File: config.mk
export PLATFORM = sky130hd
export DESIGN_NAME = axis_frame_arb_flat
export DESIGN_NICKNAME = d
export VERILOG_FILES = /design/src/rtl/axis_frame_arb_if.sv /design/src/rtl/axis_frame_arb.sv /design/src/flat_wrapper.sv
export SDC_FILE = /design/constraint.sdc
export NUM_CORES = 1
export LEC_CHECK = 0
export ABC_AREA = 1
export CAP_MARGIN = 5
export CORE_MARGIN = 2
export CORE_UTILIZATION = 41
export CTS_CLUSTER_SIZE = 25
export DETAILED_ROUTE_END_ITERATION = 12
export PLACE_DENSITY = 0.82
export SYNTH_ARGS = -nofsm -noshare
export SYNTH_HDL_FRONTEND = slang
export SYNTH_SLANG_ARGS = --single-unit
export TNS_END_PERCENT = 5
File: constraint.sdc
create_clock -name clk -period 1.8 [get_ports clk]
set_input_delay 0.18 -clock clk [delete_from_list [all_inputs] [get_ports clk]]
set_output_delay 0.18 -clock clk [all_outputs]
set_load 0.005 [all_outputs]
File: src/rtl/axis_frame_arb_if.sv
// AXI-Stream bundle shared by the arbiter's source and sink sides.
// N lanes of tdata/tvalid/tready/tlast plus a tid tag (sink side only).
interface axis_frame_arb_if #(
  parameter int DW  = 32,
  parameter int N   = 1,
  parameter int IDW = 1
);
  logic [N*DW-1:0] tdata;
  logic [N-1:0]    tvalid;
  logic [N-1:0]    tready;
  logic [N-1:0]    tlast;
  logic [IDW-1:0]  tid;

  modport master (
    output tdata, tvalid, tlast, tid,
    input  tready
  );

  modport slave (
    input  tdata, tvalid, tlast,
    output tready
  );
endinterface

File: src/rtl/axis_frame_arb.sv
// Frame-level round-robin AXI-Stream arbiter with one registered output stage.
// Ports: clk, rst (sync, high); s_axis (NUM_SRC lanes, slave); m_axis (master,
// tid = source); frame_cnt; oversize_err (sticky truncation flag); busy.
module axis_frame_arb #(
  parameter int DATA_WIDTH = 32,
  parameter int NUM_SRC    = 4,
  parameter int ID_WIDTH   = 2,
  parameter int MAX_BEATS  = 256
) (
  input  logic            clk,
  input  logic            rst,
  axis_frame_arb_if.slave  s_axis,
  axis_frame_arb_if.master m_axis,
  output logic [15:0]     frame_cnt,
  output logic            oversize_err,
  output logic            busy
);

  localparam int BW = $clog2(MAX_BEATS);
  localparam logic [0:0] S_ARB  = 1'b0;
  localparam logic [0:0] S_PASS = 1'b1;

  logic [0:0]            state_q, state_d;
  logic [ID_WIDTH-1:0]   sel_q, sel_d;
  logic [ID_WIDTH-1:0]   rr_q, rr_d;
  logic [BW-1:0]         cnt_q, cnt_d;
  logic [ID_WIDTH-1:0]   pick;
  logic [ID_WIDTH:0]     idx;
  logic                  found;

  logic [DATA_WIDTH-1:0] dat_q;
  logic                  vld_q;
  logic                  lst_q;
  logic [ID_WIDTH-1:0]   tid_q;
  logic [15:0]           fcnt_q;
  logic                  err_q;

  logic load_out;
  logic acc;
  logic cap;
  logic last_in;
  logic fend;
  logic out_hs;

  // First requester at or above rr_q, wrapping modulo NUM_SRC.
  always_comb begin
    pick  = '0;
    found = 1'b0;
    idx   = '0;
    for (int k = 0; k < NUM_SRC; k++) begin
      idx = {1'b0, rr_q} + (ID_WIDTH+1)'(k);
      if (idx >= (ID_WIDTH+1)'(NUM_SRC))
        idx = idx - (ID_WIDTH+1)'(NUM_SRC);
      if (!found && s_axis.tvalid[idx[ID_WIDTH-1:0]]) begin
        found = 1'b1;
        pick  = idx[ID_WIDTH-1:0];
      end
    end
  end

  assign load_out = ~vld_q | m_axis.tready[0];
  assign out_hs   = vld_q & m_axis.tready[0];
  assign acc      = (state_q == S_PASS)
                  & s_axis.tvalid[sel_q] & load_out;
  // Beat limit forces tlast so a runaway frame cannot hold the grant.
  assign cap      = (cnt_q == BW'(MAX_BEATS-1));
  assign last_in  = s_axis.tlast[sel_q] | cap;
  assign fend     = acc & last_in;

  always_comb begin
    s_axis.tready = '0;
    if (state_q == S_PASS && load_out)
      s_axis.tready = {{(NUM_SRC-1){1'b0}}, 1'b1} << sel_q;
  end

  always_comb begin
    state_d = state_q;
    sel_d   = sel_q;
    rr_d    = rr_q;
    cnt_d   = cnt_q;
    unique case (1'b1)
      (state_q == S_ARB): begin
        if (found) begin
          sel_d   = pick;
          state_d = S_PASS;
        end
      end
      (state_q == S_PASS): begin
        if (acc) begin
          if (last_in) begin
            cnt_d   = '0;
            state_d = S_ARB;
            rr_d    = (sel_q == ID_WIDTH'(NUM_SRC-1))
                    ? '0 : sel_q + 1'b1;
          end else begin
            cnt_d = cnt_q + 1'b1;
          end
        end
      end
      default: state_d = S_ARB;
    endcase
  end

  always_ff @(posedge clk) begin
    if (rst) begin
      state_q <= S_ARB;
      sel_q   <= '0;
      rr_q    <= '0;
      cnt_q   <= '0;
    end else begin
      state_q <= state_d;
      sel_q   <= sel_d;
      rr_q    <= rr_d;
      cnt_q   <= cnt_d;
    end
  end

  always_ff @(posedge clk) begin
    if (rst) begin
      dat_q  <= '0;
      vld_q  <= 1'b0;
      lst_q  <= 1'b0;
      tid_q  <= '0;
      fcnt_q <= '0;
      err_q  <= 1'b0;
    end else begin
      if (acc) begin
        dat_q <= s_axis.tdata[sel_q*DATA_WIDTH +: DATA_WIDTH];
        vld_q <= 1'b1;
        lst_q <= last_in;
        tid_q <= sel_q;
      end else if (out_hs) begin
        vld_q <= 1'b0;
      end
      if (out_hs && lst_q)
        fcnt_q <= fcnt_q + 16'd1;
      if (fend && !s_axis.tlast[sel_q])
        err_q <= 1'b1;
    end
  end

  assign m_axis.tdata  = dat_q;
  assign m_axis.tvalid = vld_q;
  assign m_axis.tlast  = lst_q;
  assign m_axis.tid    = tid_q;
  assign frame_cnt     = fcnt_q;
  assign oversize_err  = err_q;
  assign busy          = (state_q == S_PASS);

endmodule

File: src/flat_wrapper.sv
// flat-port wrapper written by rule: the top's interface ports become plain ports
module axis_frame_arb_flat 
#(
  parameter int DATA_WIDTH = 32,
  parameter int NUM_SRC    = 4,
  parameter int ID_WIDTH   = 2,
  parameter int MAX_BEATS  = 256
)
  (clk, rst, frame_cnt, oversize_err, busy, s_axis_tdata, s_axis_tvalid, s_axis_tlast, s_axis_tready, m_axis_tdata, m_axis_tvalid, m_axis_tlast, m_axis_tid, m_axis_tready);
  axis_frame_arb_if #(.DW((32)), .N((4)), .IDW((2))) s_axis_i ();
  axis_frame_arb_if #(.DW((32)), .N(1), .IDW((2))) m_axis_i ();
  input  logic clk;
  input  logic rst;
  output logic [15:0] frame_cnt;
  output logic oversize_err;
  output logic busy;
  input wire logic [$bits(s_axis_i.tdata)-1:0] s_axis_tdata;
  input wire logic [$bits(s_axis_i.tvalid)-1:0] s_axis_tvalid;
  input wire logic [$bits(s_axis_i.tlast)-1:0] s_axis_tlast;
  output wire logic [$bits(s_axis_i.tready)-1:0] s_axis_tready;
  output wire logic [$bits(m_axis_i.tdata)-1:0] m_axis_tdata;
  output wire logic [$bits(m_axis_i.tvalid)-1:0] m_axis_tvalid;
  output wire logic [$bits(m_axis_i.tlast)-1:0] m_axis_tlast;
  output wire logic [$bits(m_axis_i.tid)-1:0] m_axis_tid;
  input wire logic [$bits(m_axis_i.tready)-1:0] m_axis_tready;
  assign s_axis_i.tdata = s_axis_tdata;
  assign s_axis_i.tvalid = s_axis_tvalid;
  assign s_axis_i.tlast = s_axis_tlast;
  assign s_axis_tready = s_axis_i.tready;
  assign m_axis_tdata = m_axis_i.tdata;
  assign m_axis_tvalid = m_axis_i.tvalid;
  assign m_axis_tlast = m_axis_i.tlast;
  assign m_axis_tid = m_axis_i.tid;
  assign m_axis_i.tready = m_axis_tready;
  axis_frame_arb #(.DATA_WIDTH(DATA_WIDTH), .NUM_SRC(NUM_SRC), .ID_WIDTH(ID_WIDTH), .MAX_BEATS(MAX_BEATS)) u_core (.clk(clk), .rst(rst), .s_axis(s_axis_i), .m_axis(m_axis_i), .frame_cnt(frame_cnt), .oversize_err(oversize_err), .busy(busy));
endmodule
* Word-level counts from Yosys, hierarchy flattened
Index checks and enable logic that the tools add are counted. W data, S select, Z words.
Storage, ports and cells: memory bits (read-only) 0, bits in latches 0, memories kept 0, bits in registers 66, input port bits 139, memory bits (writable) 0, word-level logic and storage cells 88
Operators by class: bitwise operators 8, shift operators 2, equality and inequality tests 2, divide/modulo/power cells 0, $add $sub $neg 10, multipliers 0, reduce and logical (&&, ||, !) cells 14, magnitude comparators 9, multiplexer cells 33
Operator list (count):
- $shiftx A128 B8 Y32 | 1
- $mux W2 | 9
- $add A16 B1 Y16 const B | 1
- $lt A2 B3 Y1 const B | 5
- $mux W1 | 15
- $bmux W1 S2 | 6
- $ge A3 B3 Y1 const B | 3
- $add A8 B1 Y8 const B | 1
- $eq A8 B8 Y1 const B | 1
- $mux W8 | 1
- $sub A2 B1 Y2 const B | 4
- $add A2 B2 Y3 const B | 2
- $logic_and A1 B1 Y1 | 6
- $and A1 B1 Y1 | 4
- $logic_not A1 Y1 | 4
- $mux W4 | 1
- $reduce_and A2 Y1 | 2
- $shl A1 B2 Y4 const A | 1
- $add A2 B1 Y3 const B | 1
- $ge A2 B3 Y1 const B | 1
- $reduce_and A3 Y1 | 1
- $add A2 B1 Y2 const B | 1
- $eq A2 B2 Y1 const B | 1
- $not A1 Y1 | 2
- 3 further kinds | 4

* Logic depth before layout (Yosys ltp)
depth after elaboration 16, depth in mapped cells 12, depth with buffers taken out 11

* Worst setup path before layout
Ideal clock, no wire load.
kind reg-to-reg, start register u_core.sel_q[0], end register u_core.rr_q[1], path buffers 3, period minus slack after synthesis 1.451 ns, required time 1.678 ns, arrival 1.329 ns, slack 0.349 ns, cell stages (with the launch flop) 8, path through dfxtp_1 -> buf_6 -> inv_4 -> buf_6 -> clkbuf_1 -> ha_1 -> o21ai_0 -> a21oi_1
Between the ends: longest elaborated chain between the ends 5, elaborated cells on any way between the ends 11, those cells by class 1 x add/sub; 1 x eq/ne; 5 x mux; 3 x bitwise; 1 x reduce/logical
Ends and longest elaborated chain:
- start, declared | line axis_frame_arb.sv:24 | logic [ID_WIDTH-1:0] sel_q, sel_d;
- start signal, assigned | line axis_frame_arb.sv:112 | sel_q <= sel_d;
- $bmux W1 S2 | line axis_frame_arb.sv:64 | & s_axis.tvalid[sel_q] & load_out;
- $mux W1 (not written as such) | line axis_frame_arb.sv:64
- $and A1 B1 Y1 (2 in series) | line axis_frame_arb.sv:64
- $reduce_and A3 Y1 (no source line)
- end signal, assigned | line axis_frame_arb.sv:113 | rr_q <= rr_d;
- end, declared | line axis_frame_arb.sv:25 | logic [ID_WIDTH-1:0] rr_q, rr_d;
Parallel ways exist; a longest one is shown, timed or not. The select of a mux whose other input is x is not followed. A chain may end at the register's enable or synchronous reset.

* Final worst setup path
start register u_core.sel_q[0], end register u_core.dat_q[2] (netlist: u_core.m_axis.tdata[2])
Between the ends: longest elaborated chain between the ends 4, elaborated cells on any way between the ends 5, those cells by class 1 x shift; 2 x mux; 2 x bitwise
Ends and longest elaborated chain:
- branches (longest 4 deep; another with $shiftx A128 B8 Y32)
- end signal, assigned | line axis_frame_arb.sv:128 | dat_q <= s_axis.tdata[sel_q*DATA_WIDTH +: DATA_WIDTH];
- end, declared | line axis_frame_arb.sv:31 | logic [DATA_WIDTH-1:0] dat_q;
Several ways; the timed one is not identified. The select of a mux whose other input is x is not followed.

==> run summary <==
Die area: 10,200 sq um
Placed cell count: 899
P&R area growth vs syn: 59.5%
Area of the mapped netlist: 3870 sq um
Slew margin rel.: 66.4%
Switching fraction of total power: 39.9%
Met2 Track Usage GR: 47.2%
Yosys warning total: 0
Slack of the critical path: 0.108 ns
Worst Hold Class: flop to flop
Crit path time final: 1.69 ns
Routed vias: 4,841
Core area: 9200 sq um
Gate power share: 52.4%
Final Hold Viols: 0
PD cells: 1110 nW/um^2
Max_cap viols: 0
CTS Buffer Depth: 2
Top Usage Layer GRT: met2
Worst path slowest cell: dfxtp_4
Post-Syn Nets: 757
Syn_area_per_cell: 6.33 sq um
DRC: 0
Initial DRC Count: 168
Layout cells sized above 1: 7.30%
Critical Path RT: 2.06 ns
Top Ports: 197
Initial antenna violation count: 0
Antenna-violating nets left: 0
Clk_lat worst skew: 0.34 ns
Post-route insts no fill: 919
Post-layout util: 67.2%
Grt ovf: 0
Max Slew Vio Count: 0
Switching pwr: 2.72 mW
Gr usage total: 26.4%
Internal Power: 4.11 mW
H-tree levels: 3
Seq pwr share: 30.7%
Max Freq: 591 MHz
Gpl congestion: 0.930
Clock power frac: 17.0%
Reg2reg start: u_core.sel_q[0]
Register bit total from synthesis: 66
CP Buf/Inv Count: 3
Pre-CTS setup slack: -0.0857 ns
Worst slew pin tran: 0.503 ns
# diodes: 0
Row count: 35
RSZ-0062 raised after global routing: no
TritonCTS clock tree: built
TritonCTS Buffers: 9
Met3 usage: 6.97%
Initial Util: 42.1%
CP max stage delay: 0.40 ns
Die Y: 101 um
HPWL Detailed: 10.1 mm
Clk slew on worst S/H paths: 0.07 ns
Largest net degree at the start of global routing: 53
Post-Syn Instances: 612
Final Skew: 0.00778 ns
First-pass GRT wire length: 21.6 mm
WL final: 13.4 mm
Fill count: 812
Final setup vio count: 0
Netlist cell types: 34
Worst EP arrival: 1.95 ns
VDD IR-drop max: 661 uV
Drt via density: 5.27
Critical-path cell list: buf_4 > inv_8 > nand2_2 > nand3_4 > a21oi_4 > buf_12 > o21ai_0 > a31oi_1
Critical path type: flop to flop
Total power draw: 6.83 mW
Critical path endpoint category: flop
Root buffer cell: clkbuf_8
Met1 Use GR: 30.3%
Clk sinks: 66
WL/cell: 14.6 um
P_leak: 2.47 nW
Final period util: 94.0%
Die Width: 101 um
IO Port Bufs: 196
Pre-antenna DRT Iters: 4
Status: completed
Critical path peak fanout: 51
CP startpoint kind: flop
Cell family with most CP delay: compound AO/OA/AOI/OAI gates
Final #Nets: 948
Hold Path Origin: u_core.cnt_q[4]
Crit. Startpoint: u_core.sel_q[0]
Seq/Total Area, Yosys: 34.1%
Number of global-route vias before repair: 4,742
-- logic make-up (layout without fill, tap and decap cells) --
kind of cell             Yosys count  after routing  synth area share (%)
AO/OA/AOI/OAI                    173            173                  24.5
XOR/XNOR                           2              2                 0.452
adder cells (fa/ha/maj)            6              6                  1.94
buffers and inverters             76            272                  8.72
flip-flops                        66             66                  34.1
AND/OR/NAND/NOR                  289            289                  30.3
-- worst reg2reg max path, delay by kind of cell, from the launching register on --
kind	cells	cell delay (ns)
DFF	1	0.40
AOI/OAI and AO/OA	3	0.58
buffers and inverters	3	0.48
and+or+nand+nor	2	0.16
-- worst paths after layout --
check	to	slack (ns)	cells past startpoint
setup / recovery	u_core.m_axis.tdata[2]	0.11	8
hold / removal	u_core.cnt_q[4]	0.45	2
setup reg to reg	u_core.m_axis.tdata[2]	0.11	8
hold reg to reg	u_core.cnt_q[4]	0.45	2
-- per-layer routing --
layer | vias to the layer above | share of wire [%]
met5 | - | 0
met4 | 0 | 2.0
met1 | 2195 | 39
met3 | 24 | 8.2
met2 | 211 | 50
li1 | 2411 | -
-- cells in the mapped netlist, drive strengths merged --
master / n / share of area (%)
a211oi: 1 / 0.19
o21a: 1 / 0.19
nor2: 151 / 15
inv: 39 / 3.9
a31oi: 27 / 4.4
o211ai: 1 / 0.32
nand2: 105 / 10
nor3b: 1 / 0.19
nor3: 5 / 0.65
a22oi: 1 / 0.19
o21bai: 1 / 0.19
o22ai: 7 / 1.1
o21ai: 104 / 14
buf: 21 / 3.3
nand4: 5 / 0.81
dfxtp: 66 / 34
a21oi: 30 / 4.4
clkbuf: 16 / 1.6
ha: 6 / 1.9
nand3: 22 / 3.3
xor2: 2 / 0.45
-- layout make-up --
cell class              count  area [sq um]  share of cell area, %
multi-input cells         470          2220                   36.0
inverters                  39           156                   2.53
repair buffers            217          2150                   34.8
clock inverters             2          10.0                  0.162
well taps                 111           139                   2.25
flip-flops and latches     66          1330                   21.5
clock buffers              14           173                   2.80
-- cells in the final DEF (no fill, tap or decap), types with 2 or more instances in the layout --
master / count
a21oi_1: 27
a21oi_2: 2
a31oi_1: 27
buf_12: 2
buf_4: 18
clkbuf_1: 2
clkbuf_8: 12
clkdlybuf4s50_1: 192
clkinv_2: 2
dfxtp_1: 63
dfxtp_4: 2
dlymetal6s2s_1: 2
ha_1: 6
inv_1: 35
inv_2: 2
nand2_1: 101
nand2_2: 3
nand3_1: 20
nand4_1: 5
nor2_1: 146
nor2_2: 5
nor3_1: 5
o21ai_0: 95
o21ai_1: 8
o22ai_1: 7
xor2_1: 2
-- metrics by stage --
stage	area, sq um	hold WS [ns]	TNS (ns)
after floorplan	3870	0.365	0
final	6180	0.451	0
after detailed placement	5940	0.444	-1.09
after global placement	5940	0.437	-0.0370
after global routing	6180	0.476	0
after CTS	6150	0.453	-0.0135
-- power by group through the flow --
stage	logic [mW]	clock network [mW]	registers (mW)
floorplan	1.99	0	2.05
global placement	3.38	0	2.09
detailed placement	3.48	0	2.10
CTS	3.52	1.17	2.09
global route	3.98	1.25	2.14
finish	3.58	1.16	2.09
-- flip-flops by register name, indices dropped and copies added (netlist names) --
signal,cells
u_core.busy,1
u_core.m_axis.tlast,1
u_core.m_axis.tvalid,1
u_core.frame_cnt,16
u_core.cnt_q,8
u_core.oversize_err,1
u_core.m_axis.tdata,32
u_core.rr_q,2
u_core.m_axis.tid,2
u_core.sel_q,2
-- what timing repair did --
action | in CTS | in global routing
endpoints found under the hold margin | 0 | 0
hold buffers | 0 | 0
resized for setup | 7 | 8
buffers inserted | 2 | 2
endpoints found under the setup margin | 4 | 6
Note: power is estimated with default switching activity, not from simulation.
